--- config.mk ---
export PLATFORM = sky130hd
export DESIGN_NAME = vga_scaled_framebuffer
export DESIGN_NICKNAME = d
export VERILOG_FILES = /design/src/rtl/vga_scaled_framebuffer.sv
export SDC_FILE = /design/constraint.sdc
export NUM_CORES = 1
export LEC_CHECK = 0
export BUFFER_PORTS_ARGS = -buffer_cell sky130_fd_sc_hd__buf_4
export CAP_MARGIN = 20
export CORE_UTILIZATION = 35
export CTS_BUF_LIST = sky130_fd_sc_hd__clkbuf_4 sky130_fd_sc_hd__clkbuf_8
export DETAILED_ROUTE_END_ITERATION = 12
export PLACE_DENSITY = 0.51
export SYNTH_ARGS = -nofsm -noshare
export SYNTH_HDL_FRONTEND = slang
export SYNTH_SLANG_ARGS = --single-unit
--- constraint.sdc ---
create_clock -name Clock -period 2.9 [get_ports Clock]
set_clock_uncertainty 0.05 [all_clocks]
set_input_delay 0.145 -clock Clock [delete_from_list [all_inputs] [get_ports Clock]]
set_output_delay 0.145 -clock Clock [all_outputs]
set_load 0.05 [all_outputs]
--- src/rtl/vga_scaled_framebuffer.sv ---
// VGA scan-out engine: sync timing plus upscaled fetch from an external synchronous framebuffer RAM.
// Outputs (syncs, colour, frame start) all trail the scan counters by RAM_LAT+1 clocks.
module vga_scaled_framebuffer #(
  parameter int H_ACTIVE  = 640,
  parameter int H_FP      = 16,
  parameter int H_SYNC    = 96,
  parameter int H_BP      = 48,
  parameter int V_ACTIVE  = 480,
  parameter int V_FP      = 10,
  parameter int V_SYNC    = 2,
  parameter int V_BP      = 33,
  parameter int HS_POL    = 0,
  parameter int VS_POL    = 0,
  parameter int SCALE     = 4,
  parameter int MODE      = 0,
  parameter int RAM_LAT   = 1,
  parameter int ADDR_W    = 13,
  parameter int BUF1_BASE = 2400
) (
  input  logic              Clock,
  input  logic              Reset,
  input  logic              BufferSelect_i,
  output logic [ADDR_W-1:0] Address_o,
  input  logic [7:0]        Data_i,
  output logic              Red_o,
  output logic              Green_o,
  output logic              Blue_o,
  output logic              HSync_o,
  output logic              VSync_o,
  output logic              FrameStart_o,
  output logic              ActiveBuffer_o
);

  localparam int H_TOTAL    = H_ACTIVE + H_FP + H_SYNC + H_BP;
  localparam int V_TOTAL    = V_ACTIVE + V_FP + V_SYNC + V_BP;
  localparam int SCALE_SAFE = (SCALE < 1) ? 1 : SCALE;
  localparam int FB_W       = H_ACTIVE / SCALE_SAFE;
  localparam int FB_H       = V_ACTIVE / SCALE_SAFE;
  localparam int PIPE       = RAM_LAT + 1;
  localparam int BUF_WORDS  = (MODE == 0) ? FB_W * (FB_H / 8) : FB_W * FB_H;
  localparam int HW         = $clog2(H_TOTAL);
  localparam int VW         = $clog2(V_TOTAL);

  localparam logic [HW-1:0] H_LAST   = HW'(H_TOTAL - 1);
  localparam logic [HW-1:0] H_VIS    = HW'(H_ACTIVE);
  localparam logic [HW-1:0] HS_FIRST = HW'(H_ACTIVE + H_FP);
  localparam logic [HW-1:0] HS_LAST  = HW'(H_ACTIVE + H_FP + H_SYNC - 1);
  localparam logic [VW-1:0] V_LAST   = VW'(V_TOTAL - 1);
  localparam logic [VW-1:0] V_VIS    = VW'(V_ACTIVE);
  localparam logic [VW-1:0] VS_FIRST = VW'(V_ACTIVE + V_FP);
  localparam logic [VW-1:0] VS_LAST  = VW'(V_ACTIVE + V_FP + V_SYNC - 1);
  localparam logic [2:0]    SUB_LAST = 3'(SCALE_SAFE - 1);
  localparam logic          HS_ON    = (HS_POL != 0);
  localparam logic          VS_ON    = (VS_POL != 0);

  if (SCALE < 1 || SCALE > 8 || (H_ACTIVE % SCALE_SAFE) != 0 || (V_ACTIVE % SCALE_SAFE) != 0) begin : g_bad_scale
    $error("vga_scaled_framebuffer: SCALE must be 1..8 and divide H_ACTIVE and V_ACTIVE");
  end
  if (MODE == 0 && (FB_H % 8) != 0) begin : g_bad_height
    $error("vga_scaled_framebuffer: paged mono mode needs FB_H to be a multiple of 8");
  end
  if (RAM_LAT < 1 || RAM_LAT > 2) begin : g_bad_lat
    $error("vga_scaled_framebuffer: RAM_LAT must be 1 or 2");
  end
  if (ADDR_W > 30 || BUF1_BASE + BUF_WORDS > (1 << ADDR_W)) begin : g_bad_addr_w
    $error("vga_scaled_framebuffer: ADDR_W cannot hold BUF1_BASE plus one buffer");
  end

  typedef struct packed {
    logic       act;
    logic       hs;
    logic       vs;
    logic       fs;
    logic [2:0] ysel;
  } stage_t;

  localparam stage_t STAGE_RST = stage_t'({1'b0, ~HS_ON, ~VS_ON, 1'b0, 3'd0});

  logic [HW-1:0]     h_cnt_reg, x_reg;
  logic [VW-1:0]     v_cnt_reg, y_reg;
  logic [2:0]        x_sub_reg, y_sub_reg;
  logic [ADDR_W-1:0] addr_reg;
  logic              active_buffer_reg;
  stage_t            pipe_reg [PIPE];
  stage_t            stage_in, stage_out;
  logic              h_last, v_last, active;
  logic [31:0]       row, addr_full;
  logic [2:0]        rgb;

  assign h_last = (h_cnt_reg == H_LAST);
  assign v_last = (v_cnt_reg == V_LAST);

  // x/y are the framebuffer coordinates, stepped by SCALE-long sub-counters instead of dividing.
  always_ff @(posedge Clock or negedge Reset) begin
    if (!Reset) begin
      h_cnt_reg <= '0;
      v_cnt_reg <= '0;
      x_reg     <= '0;
      y_reg     <= '0;
      x_sub_reg <= '0;
      y_sub_reg <= '0;
    end else if (h_last) begin
      h_cnt_reg <= '0;
      x_reg     <= '0;
      x_sub_reg <= '0;
      if (v_last) begin
        v_cnt_reg <= '0;
        y_reg     <= '0;
        y_sub_reg <= '0;
      end else begin
        v_cnt_reg <= v_cnt_reg + 1'b1;
        if (y_sub_reg == SUB_LAST) begin
          y_sub_reg <= '0;
          y_reg     <= y_reg + 1'b1;
        end else begin
          y_sub_reg <= y_sub_reg + 1'b1;
        end
      end
    end else begin
      h_cnt_reg <= h_cnt_reg + 1'b1;
      if (x_sub_reg == SUB_LAST) begin
        x_sub_reg <= '0;
        x_reg     <= x_reg + 1'b1;
      end else begin
        x_sub_reg <= x_sub_reg + 1'b1;
      end
    end
  end

  always_comb begin
    active    = (h_cnt_reg < H_VIS) && (v_cnt_reg < V_VIS);
    row       = (MODE == 0) ? 32'(y_reg >> 3) : 32'(y_reg);
    addr_full = (active_buffer_reg ? 32'(BUF1_BASE) : 32'd0) + row * 32'(FB_W) + 32'(x_reg);
    stage_in      = STAGE_RST;
    stage_in.act  = active;
    stage_in.hs   = (h_cnt_reg >= HS_FIRST && h_cnt_reg <= HS_LAST) ? HS_ON : ~HS_ON;
    stage_in.vs   = (v_cnt_reg >= VS_FIRST && v_cnt_reg <= VS_LAST) ? VS_ON : ~VS_ON;
    stage_in.fs   = (h_cnt_reg == '0) && (v_cnt_reg == '0);
    stage_in.ysel = y_reg[2:0];
  end

  // Buffer select is only taken on the very last clock of a frame, so a swap never tears.
  always_ff @(posedge Clock or negedge Reset) begin
    if (!Reset) begin
      addr_reg          <= '0;
      active_buffer_reg <= 1'b0;
    end else begin
      if (active) begin
        addr_reg <= addr_full[ADDR_W-1:0];
      end
      if (h_last && v_last) begin
        active_buffer_reg <= BufferSelect_i;
      end
    end
  end

  always_ff @(posedge Clock or negedge Reset) begin
    if (!Reset) begin
      for (int i = 0; i < PIPE; i++) pipe_reg[i] <= STAGE_RST;
    end else begin
      for (int i = PIPE - 1; i > 0; i--) pipe_reg[i] <= pipe_reg[i-1];
      pipe_reg[0] <= stage_in;
    end
  end

  assign stage_out = pipe_reg[PIPE-1];

  // Data_i arrives exactly as the matching stage reaches the end of the delay line.
  for (genvar gi = 0; gi < 3; gi++) begin : g_colour
    if (MODE == 0) begin : g_mono
      assign rgb[gi] = stage_out.act & Data_i[stage_out.ysel];
    end else begin : g_rgb
      assign rgb[gi] = stage_out.act & Data_i[gi];
    end
  end

  logic unused_bits;
  assign unused_bits = ^{addr_full, stage_out.ysel, Data_i};

  assign Address_o      = addr_reg;
  assign ActiveBuffer_o = active_buffer_reg;
  assign Red_o          = rgb[2];
  assign Green_o        = rgb[1];
  assign Blue_o         = rgb[0];
  assign HSync_o        = stage_out.hs;
  assign VSync_o        = stage_out.vs;
  assign FrameStart_o   = stage_out.fs;

endmodule

; ---- Yosys cells after proc, flatten, opt, wreduce, memory -nomap -nowiden
; Index checks and enable logic that the tools add are counted.
[word_totals]
register_bits = 74
out_inout_bits = 20
wordCells = 64
inputBits = 11
[op_classes]
order_cmp = 7
muxes = 15
n_addsub = 8
bitwise = 1
multipliers = 1
n_reduce_logical = 10
n_eq_ne = 4
[op_table]
columns = op, n
row1 = 2-to-1 mux 10 bit, 6
row2 = "adder 10 x 1 -> 10 bit, second input constant", 4
row3 = "== test 10 bit, second input constant", 2
row4 = zero test 10 bit, 2
row5 = adder 12 x 13 -> 13 bit, 1
row6 = adder 13 x 10 -> 13 bit, 1
row7 = 2-to-1 mux 12 bit, 1
row8 = 2-to-1 mux 3 bit, 4
row9 = ">= comparator 10 bit, second input constant", 1
row10 = ">= comparator 10 x 9 -> 1 bit, second input constant", 1
row11 = "less-or-equal comparator 10 bit, second input constant", 1
row12 = "less-or-equal comparator 10 x 9 -> 1 bit, second input constant", 1
row13 = "< comparator 10 bit, second input constant", 1
row14 = "< comparator 10 x 9 -> 1 bit, second input constant", 1
row15 = "multiplier 7 x 3 -> 8 bit, second input constant", 1
row16 = "adder 3 x 1 -> 3 bit, second input constant", 2
row17 = "== test 3 x 2 -> 1 bit, second input constant", 2
row18 = logical AND 1 bit, 5
row19 = "< comparator 3 x 4 -> 1 bit, second input constant", 1
row20 = nonzero test 2 bit, 2
row21 = binary-select mux 1 bit (select 3 bit), 1
row22 = 2-to-1 mux 1 bit, 3
row23 = AND reduction 2 bit, 1
row24 = bitwise AND 1 bit, 1

; ---- Logic depth before layout (Yosys ltp)
[depth]
ltp_word = 3
ltp_mapped = 11
depth_no_buf = 11

; ---- Worst setup path before layout
; No wires, ideal clock.
[synth_timing]
path_type = reg-to-reg
startpoint = reg y_reg[4]
endpoint = reg addr_reg[12], in the netlist Address_o[12]
path_slack_ns = 0.161
setup_ns = 0.083
path_stages_with_launch = 12
period_less_slack_ns = 2.739
path_buffers = 0
t_required_ns = 2.767
arrival_ns = 2.606
cell_sequence = dfrtp_1 > ha_1 > ha_1 > inv_1 > fa_1 > inv_1 > ha_1 > a21o_1 > a211oi_1 > nor2_1 > xnor2_1 > o21ai_0
[synth_via]
elab_chain_len = 3
[synth_rtl]
columns = element, line_no
row1 = from (decl), 80  ; logic [VW-1:0] v_cnt_reg, y_reg;
row2 = from (signal assigned), 114  ; y_reg <= y_reg + 1'b1;
row3 = multiplier 7 x 3 -> 8 bit, 133  ; addr_full = (active_buffer_reg ? 32'(BUF1_BASE) : 32'd0) + row * 32'(FB_W) + 32'(x_reg);
row4 = adder 12 x 13 -> 13 bit, 133
row5 = adder 13 x 10 -> 13 bit, 133
row6 = to (signal assigned), 149  ; addr_reg <= addr_full[ADDR_W-1:0];
row7 = to (decl), 82  ; logic [ADDR_W-1:0] addr_reg;
; No other way between the ends.
; A chain may end at the register's enable or synchronous reset.

; ---- Final worst setup path
[layout_timing]
startpoint = reg y_reg[6]
endpoint = reg addr_reg[12], in the netlist Address_o[12]
; The elaborated chain is that of the path after synthesis.

==> impl_metrics.py <==
metrics = {
    "logic_synthesis": {
        "synthesis.instances": 374,
        "synth_flop_cell": "sky130_fd_sc_hd__dfrtp_1",
        "synth_top_cell_by_area": "sky130_fd_sc_hd__dfrtp_1",
        "ys_types": 52,
        "ys_top_cells_by_area": "sky130_fd_sc_hd__dfrtp_1 (46%), sky130_fd_sc_hd__ha_1 (8.1%), sky130_fd_sc_hd__nand2_1 (5.6%)",
        "synth_top_area_share_pct": 45.6,
        "synthArstFlopShare_pct": 100,
        "syn_area_per_cell_sq_um": 10.3,
        "synth_sequential_area_ratio_pct": 48.3,
        "ys.warnings.count": 0,
        "syn-num-nets": 415,
        "syn-cell-area_sq_um": 3840,
        "number_of_enable_type_register_cells_in_the_synthesized_netlist": 0,
        "synth.cells.most_frequent": "sky130_fd_sc_hd__dfrtp_1 (70), sky130_fd_sc_hd__nand2_1 (57), sky130_fd_sc_hd__o21ai_0 (34)",
        "cell_with_the_most_instances_after_synthesis": "sky130_fd_sc_hd__dfrtp_1",
        "yosys_register_bits": 74,
    },
    "place": {
        "cell_area_after_placement_sq_um": 4230,
        "dp_worst_setup_slack_ps": 62.4,
        "post-place-cells": 536,
        "routabilityCongestion": 0.775,
        "portBuffers": 30,
        "dp.final_hpwl_um": 5140,
    },
    "timing": {
        "postLayoutSetupSlackWorst_ps": 146,
        "timing_max_transition_violations_final": 0,
        "hold_viol_final": 0,
        "finalSetupViolCount": 0,
        "post-route-period-util_pct": 95.0,
        "relSlewSlack_pct": 37.5,
        "setup-tns-final_ps": 0,
        "post_layout_minimum_cycle_time_ps": 2750,
        "slew_worst_pin_ps": 937,
        "final.hold.worst_slack_ps": 299,
        "fmax_ghz": 0.363,
    },
    "global_routing": {
        "busiest_metal_layer_after_global_routing": "met2",
        "globalRouteTotalUtil_pct": 14.7,
        "global_route.overflow_total": 0,
        "antenna_found_initial": 0,
        "grt_max_degree": 75,
        "first_global_vias": 2708,
        "global_route_wire_length_before_repair_um": 13100,
        "gr_met2_demand_resource_pct": 23.4,
        "grt.met3_usage_pct": 3.71,
        "grt_use_met1_pct": 19.4,
    },
    "cts": {
        "htreeDepth": 3,
        "worstSkewPairLatency_ps": 340,
        "clockRootBuffer": "sky130_fd_sc_hd__clkbuf_8",
        "clock_path_buffers": 2,
        "clock_sinks": 74,
        "cts_tree": "done",
        "cts_buffers": 9,
        "worst_setup_hold_path_clk_slew_ps": 80,
    },
    "routing": {
        "route.antenna.remaining_nets": 0,
        "drt-pass1-iter-count": 4,
        "route.detailed.vias_per_inst": 4.94,
        "route.vias.total": 2740,
        "detail_route.drc_violations": 0,
        "first_iter_violations": 101,
        "detailed_route_wire_length_um": 7380,
        "routedWlPerCell_um": 13.3,
    },
    "cells_and_area": {
        "layoutNonFillerInstCount": 555,
        "number_of_fillers_in_the_final_layout": 1056,
        "final_nets": 455,
        "number_of_flip_flops_in_the_largest_register": 13,
        "fin_area_sq_um": 4460,
        "antenna-diode-count": 0,
        "final_layout_size_suffix_gt1_share_pct": 17.7,
        "area_growth_pct": 16.1,
    },
    "floorplanning": {
        "design.core.area_sq_um": 10500,
        "fp-row-count": 37,
        "floorplan.die_area_sq_um": 11400,
        "horizontal_extent_of_the_die_um": 107,
        "die_h_um": 107,
        "floorplan.initialDensity_pct": 36.7,
        "io_pins": 31,
    },
    "setup_path": {
        "worst-path-max-fanout": 5,
        "worst_setup_path_start_kind": "register",
        "critPathKind": "reg2reg",
        "crit_required_ps": 3120,
        "cp.arrival_ps": 2970,
        "timing.critical_path.to_type": "register",
    },
    "run": {
        "timing.max_cap.violations": 0,
    },
    "power_and_ir_drop": {
        "power_per_cell_area_nw_per_um2": 406,
        "max-vdd-ir-drop_mv": 0.200,
        "total_leakage_power_uw": 0.00210,
    },
    "status": {
        "outcome": "finished clean",
    },
    "hold_path": {
        "hp-class": "reg2reg",
    },
}
==> worst paths after layout <==
kind,startpoint,end,slack [ps],cells past startpoint
setup / recovery,y_reg[6],Address_o[12],150,11
hold / removal,pipe_reg[9],pipe_reg[2],300,0
setup reg to reg,y_reg[6],Address_o[12],150,11
hold reg to reg,pipe_reg[9],pipe_reg[2],300,0
max in group asynchronous,Reset,Address_o[5],1740,2
min in group asynchronous,Reset,Address_o[9],410,2
==> final cells by class <==
| cell class | instances | area, sq um | share of cell area [%] |
|---|---|---|---|
| clock buffer | 10 | 131 | 2.94 |
| clock inverter | 6 | 33.8 | 0.757 |
| inverter | 18 | 67.6 | 1.51 |
| multi-input combinational | 269 | 1880 | 42.2 |
| sequential | 74 | 1860 | 41.6 |
| tap | 136 | 170 | 3.81 |
| timing repair buffer | 42 | 320 | 7.18 |
==> metal layers <==
metal  vias to the layer above  wire (um)
met5                         -          0
met4                         0        104
met1                      1322       3580
met2                        29       3490
li1                       1378          -
met3                        11        200
==> stage by stage <==
stage | total power [uW] | util, %
2_1_floorplan | 1090 | -
3_3_place_gp | 1130 | 40.4
3_5_place_dp | 1130 | 40.4
4_1_cts | 1850 | 42.2
5_1_grt | 1900 | 42.6
6_report | 1810 | 42.6
==> kinds of logic after synthesis <==
family	after synthesis	share of synthesized area (%)
flip-flops	74	48.3
AO/OA/AOI/OAI	72	11.0
buffers and inverters	31	3.71
XOR/XNOR	25	5.70
multiplexers	5	2.08
adder cells (fa/ha/maj)	30	10.7
AND/OR/NAND/NOR	137	18.5
==> critical path, stage by stage (launching register included) <==
cell and delay (ps):
sky130_fd_sc_hd__dfrtp_1 430, sky130_fd_sc_hd__ha_1 300, sky130_fd_sc_hd__ha_1 270, sky130_fd_sc_hd__inv_1 40, sky130_fd_sc_hd__fa_1 470, sky130_fd_sc_hd__inv_1 70, sky130_fd_sc_hd__ha_4 260, sky130_fd_sc_hd__a21o_1 190
sky130_fd_sc_hd__a211oi_1 240, sky130_fd_sc_hd__nor2_1 90, sky130_fd_sc_hd__xnor2_1 120, sky130_fd_sc_hd__o21ai_0 150
==> power breakdown <==
group	switching, uW	total (uW)	internal (uW)
sequential	3.04	1040	1030
combinational	50.0	74.5	24.5
clock	383	697	314
==> cells in the final DEF (no fill, tap or decap), types with 2 or more instances in the layout <==
| cell type | Yosys | routed |
|---|---|---|
| sky130_fd_sc_hd__a211oi_1 | 3 | 2 |
| sky130_fd_sc_hd__a21o_1 | 6 | 6 |
| sky130_fd_sc_hd__a21oi_1 | 8 | 7 |
| sky130_fd_sc_hd__a31oi_1 | 4 | 4 |
| sky130_fd_sc_hd__and2_1 | 5 | 5 |
| sky130_fd_sc_hd__and3_1 | 4 | 4 |
| sky130_fd_sc_hd__buf_4 | 2 | 40 |
| sky130_fd_sc_hd__clkbuf_8 | 0 | 9 |
| sky130_fd_sc_hd__clkinv_2 | 0 | 5 |
| sky130_fd_sc_hd__dfrtp_1 | 70 | 70 |
| sky130_fd_sc_hd__dfstp_2 | 4 | 4 |
| sky130_fd_sc_hd__dlygate4sd3_1 | 0 | 2 |
| sky130_fd_sc_hd__fa_1 | 5 | 5 |
| sky130_fd_sc_hd__ha_1 | 25 | 23 |
| sky130_fd_sc_hd__ha_4 | 0 | 2 |
| sky130_fd_sc_hd__inv_1 | 17 | 17 |
| sky130_fd_sc_hd__mux2i_1 | 2 | 2 |
| sky130_fd_sc_hd__mux4_2 | 2 | 2 |
| sky130_fd_sc_hd__nand2_1 | 57 | 57 |
| sky130_fd_sc_hd__nand2b_1 | 2 | 2 |
| sky130_fd_sc_hd__nand3_1 | 10 | 10 |
| sky130_fd_sc_hd__nand4_1 | 11 | 11 |
| sky130_fd_sc_hd__nor2_1 | 21 | 21 |
| sky130_fd_sc_hd__nor2b_1 | 3 | 3 |
| sky130_fd_sc_hd__nor3_1 | 6 | 6 |
| sky130_fd_sc_hd__nor3b_1 | 2 | 2 |
| sky130_fd_sc_hd__nor4_1 | 2 | 2 |
| sky130_fd_sc_hd__o21ai_0 | 34 | 33 |
| sky130_fd_sc_hd__o21ai_1 | 5 | 5 |
| sky130_fd_sc_hd__o31ai_1 | 7 | 7 |
| sky130_fd_sc_hd__or3_1 | 2 | 2 |
| sky130_fd_sc_hd__xnor2_1 | 14 | 14 |
| sky130_fd_sc_hd__xor2_1 | 11 | 11 |
==> repair_timing <==
item / CTS / global route
hold endpoints to repair: 71 / 0
setup buffers: 0 / 1
endpoints found under the setup margin: 0 / 2
hold buffers: 2 / 0
resized for setup: 0 / 6
No activity file was read; power rests on OpenSTA's default activity.
